File: src/rtl/adc_spi_pkg.sv
// Shared types and helpers for the MCP3004/3008-style SPI responder.
//   state_e     : responder frame state
//   ADC_RES     : nominal result width
//   CMD_BITS    : command bits after the start bit (SGL, D2, D1, D0)
//   diff_clamp  : a - b when a > b, else 0 (pseudo-differential result, no wrap)
package adc_spi_pkg;

  typedef enum logic [2:0] {
    IDLE,
    WAIT_START,
    CMD,
    NULL_BIT,
    DATA,
    TAIL
  } state_e;

  localparam int unsigned ADC_RES  = 10;
  localparam int unsigned CMD_BITS = 4;

  function automatic int unsigned diff_clamp(input int unsigned a, input int unsigned b);
    return (a > b) ? (a - b) : 0;
  endfunction

endpackage

File: src/rtl/pin_sync_edge.sv
// Input pin synchronizer with edge detection.
//   clk, rst_n : system clock, async active-low reset
//   pin        : asynchronous input pin
//   level      : synchronized level
//   rise, fall : one-clk pulses derived from the synchronized history
// RST_VAL sets the reset value of every stage (idle level of the pin).
module pin_sync_edge #(
  parameter int unsigned STAGES  = 2,
  parameter logic        RST_VAL = 1'b0
) (
  input  logic clk,
  input  logic rst_n,
  input  logic pin,
  output logic level,
  output logic rise,
  output logic fall
);

  logic [STAGES-1:0] sync_q, sync_d;
  logic              hist_q, hist_d;

  always_comb begin
    sync_d = STAGES'({sync_q, pin});
    hist_d = sync_q[STAGES-1];
  end

  always_ff @(posedge clk or negedge rst_n) begin
    if (!rst_n) begin
      sync_q <= {STAGES{RST_VAL}};
      hist_q <= RST_VAL;
    end else begin
      sync_q <= sync_d;
      hist_q <= hist_d;
    end
  end

  always_comb begin
    level = sync_q[STAGES-1];
    rise  = sync_q[STAGES-1] & ~hist_q;
    fall  = ~sync_q[STAGES-1] & hist_q;
  end

endmodule

File: src/rtl/adc_spi_responder.sv
// SPI responder emulating the MCP3004/3008 command/readout protocol.
// All SPI pins are oversampled in the clk domain.
//   clk, rst_n      : system clock, async active-low reset
//   cs_n, sclk, din : SPI pins from the initiator (mode 0,0)
//   ch_data         : channel i value at [i*RES +: RES]
//   dout, dout_oe   : SPI data to initiator and its pad drive enable
//   busy            : frame in progress
//   req_valid       : one-clk pulse when the command completes and the sample is latched
//   req_sgl, req_ch : SGL/DIFF and {D2,D1,D0} of the last completed command
module adc_spi_responder
  import adc_spi_pkg::*;
#(
  parameter int unsigned NUM_CH      = 8,
  parameter int unsigned RES         = ADC_RES,
  parameter int unsigned SYNC_STAGES = 2
) (
  input  logic                  clk,
  input  logic                  rst_n,
  input  logic                  cs_n,
  input  logic                  sclk,
  input  logic                  din,
  input  logic [NUM_CH*RES-1:0] ch_data,
  output logic                  dout,
  output logic                  dout_oe,
  output logic                  busy,
  output logic                  req_valid,
  output logic                  req_sgl,
  output logic [2:0]            req_ch
);

  localparam int unsigned CNT_W = $clog2((RES > CMD_BITS) ? RES : CMD_BITS);

  logic cs_lvl, cs_rise, cs_fall;
  logic sclk_lvl, sclk_rise, sclk_fall;
  logic din_lvl, din_rise, din_fall;

  pin_sync_edge #(.STAGES(SYNC_STAGES), .RST_VAL(1'b1)) u_cs_sync (
    .clk(clk), .rst_n(rst_n), .pin(cs_n),
    .level(cs_lvl), .rise(cs_rise), .fall(cs_fall)
  );

  pin_sync_edge #(.STAGES(SYNC_STAGES), .RST_VAL(1'b0)) u_sclk_sync (
    .clk(clk), .rst_n(rst_n), .pin(sclk),
    .level(sclk_lvl), .rise(sclk_rise), .fall(sclk_fall)
  );

  pin_sync_edge #(.STAGES(SYNC_STAGES), .RST_VAL(1'b0)) u_din_sync (
    .clk(clk), .rst_n(rst_n), .pin(din),
    .level(din_lvl), .rise(din_rise), .fall(din_fall)
  );

  // Only levels of cs_n/din and edges of sclk drive the protocol.
  logic unused_edges;
  assign unused_edges = ^{cs_rise, cs_fall, sclk_lvl, din_rise, din_fall};

  state_e               state_q, state_d;
  logic [CNT_W-1:0]     bit_cnt_q, bit_cnt_d;
  logic [CMD_BITS-1:0]  cmd_q, cmd_d;
  logic [RES-1:0]       sample_q, sample_d;
  logic                 dout_q, dout_d;
  logic                 dout_oe_q, dout_oe_d;
  logic                 req_valid_q, req_valid_d;
  logic                 req_sgl_q, req_sgl_d;
  logic [2:0]           req_ch_q, req_ch_d;

  // Channel selection for the command completing on this rise.
  logic [CMD_BITS-1:0]  cmd_full;
  logic [2:0]           ch_sel, ch_pair;
  logic [RES-1:0]       val_a, val_b;

  always_comb begin
    cmd_full = {cmd_q[CMD_BITS-2:0], din_lvl};
    ch_sel   = (NUM_CH == 4) ? {1'b0, cmd_full[1:0]} : cmd_full[2:0];
    ch_pair  = ch_sel ^ 3'b001;
    val_a    = ch_data[int'(ch_sel) * RES +: RES];
    val_b    = ch_data[int'(ch_pair) * RES +: RES];
  end

  always_ff @(posedge clk or negedge rst_n) begin
    if (!rst_n) begin
      state_q     <= IDLE;
      bit_cnt_q   <= '0;
      cmd_q       <= '0;
      sample_q    <= '0;
      dout_q      <= 1'b0;
      dout_oe_q   <= 1'b0;
      req_valid_q <= 1'b0;
      req_sgl_q   <= 1'b0;
      req_ch_q    <= '0;
    end else begin
      state_q     <= state_d;
      bit_cnt_q   <= bit_cnt_d;
      cmd_q       <= cmd_d;
      sample_q    <= sample_d;
      dout_q      <= dout_d;
      dout_oe_q   <= dout_oe_d;
      req_valid_q <= req_valid_d;
      req_sgl_q   <= req_sgl_d;
      req_ch_q    <= req_ch_d;
    end
  end

  always_comb begin
    state_d     = state_q;
    bit_cnt_d   = bit_cnt_q;
    cmd_d       = cmd_q;
    sample_d    = sample_q;
    dout_d      = dout_q;
    dout_oe_d   = dout_oe_q;
    req_valid_d = 1'b0;
    req_sgl_d   = req_sgl_q;
    req_ch_d    = req_ch_q;

    // Deselect overrides everything, including an sclk edge seen in the same clk.
    if (cs_lvl) begin
      state_d   = IDLE;
      dout_d    = 1'b0;
      dout_oe_d = 1'b0;
      bit_cnt_d = '0;
    end else begin
      unique case (state_q)
        IDLE: state_d = WAIT_START;
        WAIT_START: begin
          if (sclk_rise && din_lvl) begin
            state_d   = CMD;
            bit_cnt_d = '0;
          end
        end
        CMD: begin
          if (sclk_rise) begin
            cmd_d = cmd_full;
            if (bit_cnt_q == CNT_W'(CMD_BITS - 1)) begin
              state_d     = NULL_BIT;
              req_valid_d = 1'b1;
              req_sgl_d   = cmd_full[3];
              req_ch_d    = cmd_full[2:0];
              sample_d    = cmd_full[3] ? val_a
                                        : RES'(diff_clamp(32'(val_a), 32'(val_b)));
            end else begin
              bit_cnt_d = bit_cnt_q + CNT_W'(1);
            end
          end
        end
        NULL_BIT: begin
          if (sclk_fall) begin
            state_d   = DATA;
            dout_d    = 1'b0;
            dout_oe_d = 1'b1;
            bit_cnt_d = CNT_W'(RES - 1);
          end
        end
        DATA: begin
          if (sclk_fall) begin
            dout_d = sample_q[bit_cnt_q];
            if (bit_cnt_q == '0) state_d = TAIL;
            else                 bit_cnt_d = bit_cnt_q - CNT_W'(1);
          end
        end
        TAIL: begin
          if (sclk_fall) dout_d = 1'b0;
        end
        default: state_d = IDLE;
      endcase
    end
  end

  always_comb begin
    busy      = (state_q != IDLE);
    dout      = dout_q;
    dout_oe   = dout_oe_q;
    req_valid = req_valid_q;
    req_sgl   = req_sgl_q;
    req_ch    = req_ch_q;
  end

endmodule

File: config.mk
export PLATFORM = sky130hd
export DESIGN_NAME = adc_spi_responder
export DESIGN_NICKNAME = d
export VERILOG_FILES = /design/src/rtl/adc_spi_pkg.sv /design/src/rtl/pin_sync_edge.sv /design/src/rtl/adc_spi_responder.sv
export SDC_FILE = /design/constraint.sdc
export NUM_CORES = 1
export LEC_CHECK = 0
export CORE_AREA = 2 2 82 84
export CTS_CLUSTER_SIZE = 14
export DETAILED_ROUTE_END_ITERATION = 8
export DIE_AREA = 0 0 84 86
export PLACE_DENSITY_LB_ADDON = 0.3
export SKIP_CTS_REPAIR_TIMING = 1
export SKIP_LAST_GASP = 1
export SLEW_MARGIN = 25
export SYNTH_ARGS = -nofsm -noshare
export SYNTH_HDL_FRONTEND = slang
export SYNTH_HIERARCHICAL = 1
export SYNTH_SLANG_ARGS = --single-unit
File: constraint.sdc
create_clock -name clk -period 4.05 [get_ports clk]
set_input_delay 0.6075 -clock clk [delete_from_list [all_inputs] [get_ports clk]]
set_output_delay 0.6075 -clock clk [all_outputs]
set_load 0.1 [all_outputs]
==> results.toml <==
[outcome]
result_of_the_run = "finished clean"

[power_and_ir_drop]
post-layout-total-power_w = 0.00246
switching_share_pct = 44.4
power.density_mw_per_mm2 = 627
combinational_power_share_pct = 70.4
pwr-share-clk_pct = 9.7
seq_power_share_pct = 19.9
power.static_leakage_nw = 1.59
switching_power_w = 0.00109
p_int_w = 0.00137
vdd_ir_drop_max_uv = 346

[grt]
first_global_vias = 2531
grt_pass1_wl_um = 11600
grtUsageTotal_pct = 19.8
grt.overflow.total = 0
grt_max_degree = 35
number_of_antenna_violations_at_the_first_check_in_global_routing = 0

[sta]
timing_max_transition_violations_final = 0
min_period_over_period_pct = 87.1
fin_ws_ns = 0.524
total_neg_setup_slack_ns = 0
setup_viol_count_final = 0
post-route-min-period_ns = 3.53
max_slew.worst_pin.slew_ns = 0.964
rsz0062_at_grt = "false"
finClkSkew_ns = 0.00911
achievable-frequency_mhz = 284
hold_viol_final = 0
worst_slew_margin_relative_to_its_limit_pct = 35.5

[flow_run]
reported_max_cap_violation_count = 0

[drt]
drt_pre_antenna_iters = 4
drc = 0
top_layer_used = "met4"
drt_wl_total_um = 6860
drt-met1-wl_um = 3000
drt-wirelength-per-cell_um = 15.6
via_count = 2516
detailroute.wirelength.met3_um = 310
route.antenna.remaining_nets = 0
routed-wl-met2_um = 3440
drt-initial-drc-count = 117
via_per_inst = 5.72

[placed_design]
dpl.hpwl_um = 5660
buffer_ports.inserted = 92
place_ws_ns = 0.348
gp_congestion = 0.921

[clock_network]
clockRootBuffer = "sky130_fd_sc_hd__clkbuf_8"
clock_sink_count = 34
cts_inserted_buffers = 5
tritoncts_clock_tree = "yes"
clockBufferDepth = 2
clock_pin_slew_on_the_worst_setup_and_hold_paths_ns = 0.07
clk_lat_worst_skew_ns = 0.28
h-tree-depth = 2

[synthesis]
mappedNetlistNets = 378
syn_area_sq_mm = 0.00291
yosys_warnings = 6
syn_avg_cell_area_sq_um = 10.4
netlist_instances = 279

[critical_path]
crit_path_start_kind = "register"
cp.required_ns = 4.20
crit-reg2reg-capture = "sample_q[3]$_DFFE_PN0P_"
worst_setup_slack_for_register_to_register_paths_ns = 0.52
criticalPathCategory = "register to register"
crit_path_capture_type = "register"
worstReg2RegStart = "cmd_q[0]$_DFFE_PN0P_"
r2r.worst_path.cells = 10
highest_fanout_seen_on_the_critical_path = 10
worst-endpoint-arrival_ns = 3.67

[cells_and_area]
diodes = 0
layout-drive-gt1-share_pct = 15.4
areaGrowthSynthToFinish_pct = 34.8
num-nets-final = 461

[die]
die_width_um = 84
initial_core_util_pct = 46.3
fp-row-count = 29
fp.dieH_um = 86
floorplan.die_area_sq_mm = 0.00722
design.core.area_sq_mm = 0.00628
boundaryPins = 93

[min_path]
hold_path_end = "u_din_sync/sync_q[1]$_DFF_PN0_"
worstHoldStart = "u_din_sync/sync_q[0]$_DFF_PN0_"
whs_path_depth = 0
hp-class = "register to register"
final cells by class:
type	instances	area, sq um
sequential	34	853
clock inverter	2	10.0
clock buffer	6	72.6
fill	557	2360
multi-input combinational	215	1900
inverter	9	33.8
timing repair buffer	97	958
tap	77	96.3
flip-flops by register name (all words and copies together), names as in the netlist:
| name | flops |
|---|---|
| sample_q | 10 |
| bit_cnt_q | 4 |
| cmd_q | 3 |
| req_ch | 3 |
| state_q | 3 |
| u_cs_sync/sync_q | 2 |
| u_din_sync/sync_q | 2 |
| u_sclk_sync/sync_q | 2 |
| dout | 1 |
| dout_oe | 1 |
| req_sgl | 1 |
| req_valid | 1 |
| u_sclk_sync/hist_q | 1 |
worst max-delay path, stage by stage (launching register included):
cell                        delay, ns
sky130_fd_sc_hd__dfrtp_1         0.71
sky130_fd_sc_hd__buf_4           0.32
sky130_fd_sc_hd__mux4_2          0.53
sky130_fd_sc_hd__mux2_2          0.31
sky130_fd_sc_hd__ha_1            0.41
sky130_fd_sc_hd__nand2_1         0.12
sky130_fd_sc_hd__and2_1          0.17
sky130_fd_sc_hd__a311oi_1        0.11
sky130_fd_sc_hd__o21ai_2         0.37
sky130_fd_sc_hd__a2bb2oi_1       0.25
sky130_fd_sc_hd__a21oi_1         0.09
metal layers:
layer,vias up,track usage (%)
met1,1202,26.2
met4,0,5.57
met3,8,3.27
met5,-,0
met2,76,33.8
li1,1230,-
placed cells by master, fill, tap and decap left out, drive strengths merged, types with 3 or more instances in the layout:
| cell | instances |
|---|---|
| a21o | 4 |
| mux2 | 13 |
| clkdlybuf4s50 | 92 |
| a2bb2oi | 5 |
| o31ai | 8 |
| and3 | 4 |
| nand3 | 4 |
| inv | 9 |
| o21ai | 15 |
| ha | 12 |
| buf | 5 |
| mux2i | 12 |
| nor2b | 4 |
| or3 | 5 |
| mux4 | 22 |
| nand2b | 4 |
| clkbuf | 6 |
| nor2 | 12 |
| xnor2 | 5 |
| xor2 | 5 |
| and2b | 3 |
| a21oi | 19 |
| dfrtp | 32 |
| nor3 | 7 |
| nand2 | 24 |
worst max-delay path by stage:
stage | from | endpoint | slack (ns) | cells after the start
3_5_place_dp | ch_data[60] | sample_q[0]$_DFFE_PN0P_ | 0.35 | 11
5_1_grt | cmd_q[0]$_DFFE_PN0P_ | sample_q[3]$_DFFE_PN0P_ | 0.26 | 10
2_1_floorplan | cmd_q[0]$_DFFE_PN0P_ | sample_q[0]$_DFFE_PN0P_ | 0.82 | 12
3_3_place_gp | ch_data[60] | sample_q[0]$_DFFE_PN0P_ | 0.44 | 11
4_1_cts | cmd_q[0]$_DFFE_PN0P_ | sample_q[0]$_DFFE_PN0P_ | 0.50 | 10
6_report | cmd_q[0]$_DFFE_PN0P_ | sample_q[3]$_DFFE_PN0P_ | 0.52 | 10
through the flow:
step / instances / area [sq um] / util (%) / hold WS, ns
2_1_floorplan: 279 / 2910 / - / 0.312
3_3_place_gp: 432 / 3840 / 61.1 / 0.339
3_5_place_dp: 432 / 3840 / 61.1 / 0.342
4_1_cts: 440 / 3920 / 62.4 / 0.359
5_1_grt: 440 / 3920 / 62.4 / 0.366
6_report: 440 / 3920 / 62.4 / 0.354
power by group through the flow:
stage / Sequential, W / Combinational [W] / Clock [W]
finish: 0.000489 / 0.00173 / 0.000238
global route: 0.000506 / 0.00189 / 0.000263
CTS: 0.000491 / 0.00173 / 0.000243
detailed placement: 0.000498 / 0.00172 / 0
global placement: 0.000497 / 0.00170 / 0
floorplan: 0.000426 / 0.00147 / 0
Note: power is estimated with default switching activity, not from simulation.
